<file path="src/rtl/ctrl_pkg.sv">
// rtl/ctrl_pkg.sv - shared state, opcode and mux-select encodings for main_fsm
package ctrl_pkg;

  typedef enum logic [3:0] {
    S_FETCH  = 4'd0,
    S_DECODE = 4'd1,
    S_MEMADR = 4'd2,
    S_MEMRD  = 4'd3,
    S_MEMWB  = 4'd4,
    S_MEMWR  = 4'd5,
    S_EXECR  = 4'd6,
    S_EXECI  = 4'd7,
    S_ALUWB  = 4'd8,
    S_BRANCH = 4'd9
  } state_t;

  localparam logic [1:0] OP_DP  = 2'b00;
  localparam logic [1:0] OP_MEM = 2'b01;
  localparam logic [1:0] OP_BR  = 2'b10;
  localparam logic [1:0] OP_ILL = 2'b11;

  localparam logic [1:0] SRCA_RN     = 2'b00;
  localparam logic [1:0] SRCA_PC     = 2'b01;
  localparam logic [1:0] SRCA_ALUOUT = 2'b10;

  localparam logic [1:0] SRCB_REG  = 2'b00;
  localparam logic [1:0] SRCB_IMM  = 2'b01;
  localparam logic [1:0] SRCB_FOUR = 2'b10;

  localparam logic [1:0] RES_ALUOUT = 2'b00;
  localparam logic [1:0] RES_DATA   = 2'b01;
  localparam logic [1:0] RES_ALU    = 2'b10;

endpackage

</file>
<file path="src/rtl/main_fsm_outdec.sv">
// rtl/main_fsm_outdec.sv - combinational state-to-control decode for main_fsm
module main_fsm_outdec
  import ctrl_pkg::*;
(
  input  logic [3:0] state_i,
  input  logic       ready_i,
  input  logic [1:0] op_i,
  output logic       irwrite_o,
  output logic       nextpc_o,
  output logic       regw_o,
  output logic       memw_o,
  output logic       branch_o,
  output logic       adrsrc_o,
  output logic [1:0] alusrca_o,
  output logic [1:0] alusrcb_o,
  output logic [1:0] resultsrc_o,
  output logic       aluop_o,
  output logic       illegal_o
);

  always_comb begin
    irwrite_o   = 1'b0;
    nextpc_o    = 1'b0;
    regw_o      = 1'b0;
    memw_o      = 1'b0;
    branch_o    = 1'b0;
    adrsrc_o    = 1'b0;
    alusrca_o   = SRCA_RN;
    alusrcb_o   = SRCB_REG;
    resultsrc_o = RES_ALUOUT;
    aluop_o     = 1'b0;
    illegal_o   = 1'b0;
    case (state_i)
      S_FETCH: begin
        irwrite_o   = ready_i;
        nextpc_o    = ready_i;
        alusrca_o   = SRCA_PC;
        alusrcb_o   = SRCB_FOUR;
        resultsrc_o = RES_ALU;
      end
      S_DECODE: begin
        alusrca_o   = SRCA_PC;
        alusrcb_o   = SRCB_FOUR;
        resultsrc_o = RES_ALU;
        illegal_o   = (op_i == OP_ILL);
      end
      S_MEMADR: begin
        alusrcb_o = SRCB_IMM;
      end
      S_MEMRD: begin
        adrsrc_o = 1'b1;
      end
      S_MEMWB: begin
        resultsrc_o = RES_DATA;
        regw_o      = 1'b1;
      end
      S_MEMWR: begin
        adrsrc_o = 1'b1;
        memw_o   = 1'b1;
      end
      S_EXECR: begin
        aluop_o = 1'b1;
      end
      S_EXECI: begin
        alusrcb_o = SRCB_IMM;
        aluop_o   = 1'b1;
      end
      S_ALUWB: begin
        regw_o = 1'b1;
      end
      S_BRANCH: begin
        alusrca_o   = SRCA_ALUOUT;
        alusrcb_o   = SRCB_IMM;
        resultsrc_o = RES_ALU;
        branch_o    = 1'b1;
      end
      default: ;
    endcase
  end

endmodule

</file>
<file path="src/rtl/main_fsm.sv">
// rtl/main_fsm.sv - multicycle ARMv4 main control FSM with memory-ready stalls
module main_fsm
  import ctrl_pkg::*;
#(
  parameter int ENABLE_WAIT = 1
) (
  input  logic       clk,
  input  logic       reset,
  input  logic [1:0] Op,
  input  logic [5:0] Funct,
  input  logic       mem_ready,
  output logic       IRWrite,
  output logic       NextPC,
  output logic       RegW,
  output logic       MemW,
  output logic       Branch,
  output logic       AdrSrc,
  output logic [1:0] ALUSrcA,
  output logic [1:0] ALUSrcB,
  output logic [1:0] ResultSrc,
  output logic       ALUOp,
  output logic       illegal,
  output logic [3:0] state_o
);

  state_t state_q, state_d;
  logic   ready;
  logic   irwrite_raw, nextpc_raw, regw_raw, memw_raw, branch_raw, illegal_raw;
  logic   unused_funct;

  assign ready        = (ENABLE_WAIT != 0) ? mem_ready : 1'b1;
  assign unused_funct = ^Funct[4:1];

  always_ff @(posedge clk or negedge reset) begin
    if (!reset) state_q <= S_FETCH;
    else        state_q <= state_d;
  end

  always_comb begin
    state_d = S_FETCH;
    case (state_q)
      S_FETCH:  state_d = ready ? S_DECODE : S_FETCH;
      S_DECODE: begin
        case (Op)
          OP_DP:   state_d = Funct[5] ? S_EXECI : S_EXECR;
          OP_MEM:  state_d = S_MEMADR;
          OP_BR:   state_d = S_BRANCH;
          default: state_d = S_FETCH;
        endcase
      end
      S_MEMADR: state_d = Funct[0] ? S_MEMRD : S_MEMWR;
      S_MEMRD:  state_d = ready ? S_MEMWB : S_MEMRD;
      S_MEMWB:  state_d = S_FETCH;
      S_MEMWR:  state_d = ready ? S_FETCH : S_MEMWR;
      S_EXECR:  state_d = S_ALUWB;
      S_EXECI:  state_d = S_ALUWB;
      S_ALUWB:  state_d = S_FETCH;
      S_BRANCH: state_d = S_FETCH;
      default:  state_d = S_FETCH;
    endcase
  end

  main_fsm_outdec u_outdec (
    .state_i     (state_q),
    .ready_i     (ready),
    .op_i        (Op),
    .irwrite_o   (irwrite_raw),
    .nextpc_o    (nextpc_raw),
    .regw_o      (regw_raw),
    .memw_o      (memw_raw),
    .branch_o    (branch_raw),
    .adrsrc_o    (AdrSrc),
    .alusrca_o   (ALUSrcA),
    .alusrcb_o   (ALUSrcB),
    .resultsrc_o (ResultSrc),
    .aluop_o     (ALUOp),
    .illegal_o   (illegal_raw)
  );

  // Enables are gated by reset itself so nothing leaks between assertion and the state flop clearing.
  assign IRWrite = reset & irwrite_raw;
  assign NextPC  = reset & nextpc_raw;
  assign RegW    = reset & regw_raw;
  assign MemW    = reset & memw_raw;
  assign Branch  = reset & branch_raw;
  assign illegal = reset & illegal_raw;
  assign state_o = state_q;

endmodule

</file>
<file path="config.mk">
export PLATFORM = sky130hd
export DESIGN_NAME = main_fsm
export DESIGN_NICKNAME = d
export VERILOG_FILES = /design/src/rtl/ctrl_pkg.sv /design/src/rtl/main_fsm_outdec.sv /design/src/rtl/main_fsm.sv
export SDC_FILE = /design/constraint.sdc
export NUM_CORES = 1
export LEC_CHECK = 0
export ABC_AREA = 1
export CORE_UTILIZATION = 36
export DETAILED_ROUTE_END_ITERATION = 12
export GPL_TIMING_DRIVEN = 0
export PLACE_DENSITY = 0.77
export SLEW_MARGIN = 20
export SYNTH_ARGS = -nofsm -noshare
export SYNTH_HDL_FRONTEND = slang
export SYNTH_HIERARCHICAL = 1
export SYNTH_SLANG_ARGS = --single-unit
</file>
<file path="constraint.sdc">
create_clock -name clk -period 1.4 [get_ports clk]
set_input_delay 0.21 -clock clk [delete_from_list [all_inputs] [get_ports clk]]
set_output_delay 0.21 -clock clk [all_outputs]
set_load 0.02 [all_outputs]
</file>
==> impl_metrics.csv <==
group,metric,value,unit
worst_hold_path,hold_path_class,"in2async",
logic_synthesis,async_reset_ff_share,100.0,%
sta,worst_slack,-144.3,ps
setup_path,path_cells,"inv_2 > nand2_2 > nor2_2 > buf_4 > nand2_1 > inv_1 > buf_6",
sta,drv_slew,0,
setup_path,path_max_fanout,5,
power_and_ir_drop,clkPwrFrac,8.4,%
global_route,grt_overflow,0,
detailed_routing,drc_errors,0,
global_route,antenna_found_initial,0,
logic_synthesis,synthTopCellsByArea,"dfrtp_1 (20%), nand2_1 (19%), inv_1 (14%)",
place,port-buffer-count,24,
floorplan,rows,13,
floorplan,fp.dieW,39.33,um
detailed_routing,routed_via_density,4.723,
power_and_ir_drop,power.density,1938,nW/um2
flow_run,cap_violations,0,
outcome,violations,"setup timing",
power_and_ir_drop,p_int,887.0,uW
global_route,grt_pass1_wl,2152,um
logic_synthesis,synthFlopType,"dfrtp_1",
clocking,cts_buffers,3,
sta,rsz0062_at_grt,"true",
sta,timing.hold.ws,257.6,ps
layout,fillers,111,
logic_synthesis,ys.warnings.count,6,
floorplan,io_pins,29,
clocking,path_clk_slew,40,ps
place,place_ws,-555.7,ps
floorplan,dieArea,1547,um2
detailed_routing,first_pass_iters,4,
setup_path,critPathKind,"reg2out",
detailed_routing,wl,1605,um
logic_synthesis,post-synth-top-count-cell,"nand2_1",
layout,synthToLayoutAreaGrowth,84.79,%
layout,diodes,0,
logic_synthesis,seq_area_frac_synth,19.95,%
clocking,cts_buffer_depth,2,
logic_synthesis,ys_types,17,
floorplan,die_h,39.33,um
power_and_ir_drop,comb_power_share,79.4,%
power_and_ir_drop,irDropWorstVdd,0.0008704,V
logic_synthesis,syn_avg_cell_area,5.395,um2
logic_synthesis,synth_top_area_share,19.95,%
clocking,root_buffer,"clkbuf_4",
layout,multi_input_area,359.1,um2
setup_path,slowest_delay,440,ps
sta,timing.fmax,647.5,MHz
power_and_ir_drop,pwr-share-seq,12.1,%
logic_synthesis,synthCells,93,
sta,skew,5.063,ps
sta,post-route-period-util,110.3,%
detailed_routing,drt_iter0_drc,15,
setup_path,worstPathArrival,1330,ps
layout,fin_nets,146,
global_route,gr-usage-all-layers,20.98,%
clocking,htree_levels,1,
logic_synthesis,syn_area,501.7,um2
setup_path,start_kind,"flop",
clocking,cts.sinks,4,
setup_path,required,1190,ps
power_and_ir_drop,swShare,50.62,%
setup_path,critical_path.endpoint_type,"output pin",
logic_synthesis,yosys-top-cells-count,"nand2_1 (25), inv_1 (19), nor2_1 (17)",
detailed_routing,vias,699,
logic_synthesis,synth_top_cell_by_area,"dfrtp_1",
layout,ff_latch_area,105.1,um2
detailed_routing,ant_nets,0,
sta,setup_viol_count_final,10,
outcome,status,"complete, but fails checks",
global_route,grt_pass1_vias,568,
floorplan,initial_core_util,38.56,%
sta,finalHoldViolCount,0,
floorplan,coreArea,1301,um2
logic_synthesis,syn_nets,104,
power_and_ir_drop,p_switching,909.4,uW
sta,finalCriticalPeriod,1544,ps
power_and_ir_drop,p_leak,0.5576,nW
sta,tightest_slew,392.0,ps
setup_path,cp_slowest_cell,"dfrtp_2",
place,place.gp.congestion,0.7286,
global_route,grt_max_degree,11,
layout,utilization,71.25,%
clocking,clk_latency,250,ps
sta,relSlewSlack,73.79,%
detailed_routing,wl_per_cell,10.84,um
logic_synthesis,ys_seq_elements,4,
place,dp_hpwl,985.7,um
layout,drive_above_1_share,47.37,%
layout,largest_reg_flops,4,
clocking,cts_tree,"done",
logic_synthesis,synth_edf_count,0,
[cells by family (layout without fill, tap and decap cells)]
logic type | count (synthesis) | count (layout) | share of synthesized area, %
AOI/OAI and AO/OA | 4 | 4 | 4.738
buffers and inverters | 25 | 64 | 20.20
DFF | 4 | 4 | 19.95
and+or+nand+nor | 60 | 61 | 55.11
[layout by cell type (no fill, tap or decap), drive strengths merged]
cell type	count
buf	29
nand2	27
inv	23
nor2	23
nand3	7
clkdlybuf4s50	5
dfrtp	4
o21ai	4
clkbuf	3
dlygate4sd2	3
nand4	2
nand3b	1
dlymetal6s2s	1
nor3	1
[metal layers]
metal  share of wire, %  routed length [um]  GRT usage (%)  vias up
li1                   -                   -              -      354
met1                 38                 608          21.60      304
met2                 52                 842          39.58       36
met3                6.9                 110          2.273        5
met4                2.7                  43          12.93        0
met5                  0                   0              0        -
[power groups by stage]
stage	combinational [mW]	sequential (mW)	clock, mW
after floorplan	0.629	0.298	0
after global routing	1.55	0.225	0.153
after global placement	1.04	0.264	0
after CTS	1.23	0.228	0.155
after detailed placement	1.06	0.267	0
final	1.43	0.218	0.152
[through the flow]
step | total power, mW | cell area [um2] | cells | setup TNS, ps
after floorplan | 0.9266 | 509.2 | 93 | -16.04
after global placement | 1.302 | 768.2 | 132 | -5572
after detailed placement | 1.328 | 768.2 | 132 | -5798
after CTS | 1.616 | 854.6 | 145 | -557.2
after global routing | 1.927 | 927.1 | 148 | -1379
final | 1.796 | 927.1 | 148 | -825.6
[timing repair]
action / in CTS / in global routing
setup buffers: 10 / 3
endpoints found under the setup margin: 18 / 12
hold endpoints to repair: 0 / 0
gates cloned: 0 / 1
resized for setup: 86 / 19
hold buffers: 0 / 0
pin swaps: 2 / 5
[layout make-up]
class | instances | area share, %
flip-flops and latches | 4 | 11.34
clock buffers | 3 | 2.429
plain buffers | 2 | 1.619
repair buffers | 36 | 34.55
inverters | 23 | 9.312
multi-input cells | 65 | 38.73
well taps | 15 | 2.024
[path summary, 6_finish.rpt]
check | startpoint | end | slack (ps) | cells past startpoint
max in group asynchronous | reset | state_o[1] | 840 | 1
setup / recovery | state_o[1] | NextPC | -140 | 7
hold / removal | reset | state_o[3] | 260 | 1
min in group clk | Op[1] | state_o[3] | 310 | 3
setup reg to reg | state_o[1] | state_o[0] | 90 | 9
hold reg to reg | state_o[0] | state_o[1] | 850 | 5
[worst max-delay path: cells and delay by family, from the launching register on]
| kind | cells | cell delay [ps] |
|---|---|---|
| and+or+nand+nor | 3 | 240 |
| DFF | 1 | 440 |
| buffers and inverters | 4 | 400 |
Power figures use the tool's default switching activity.
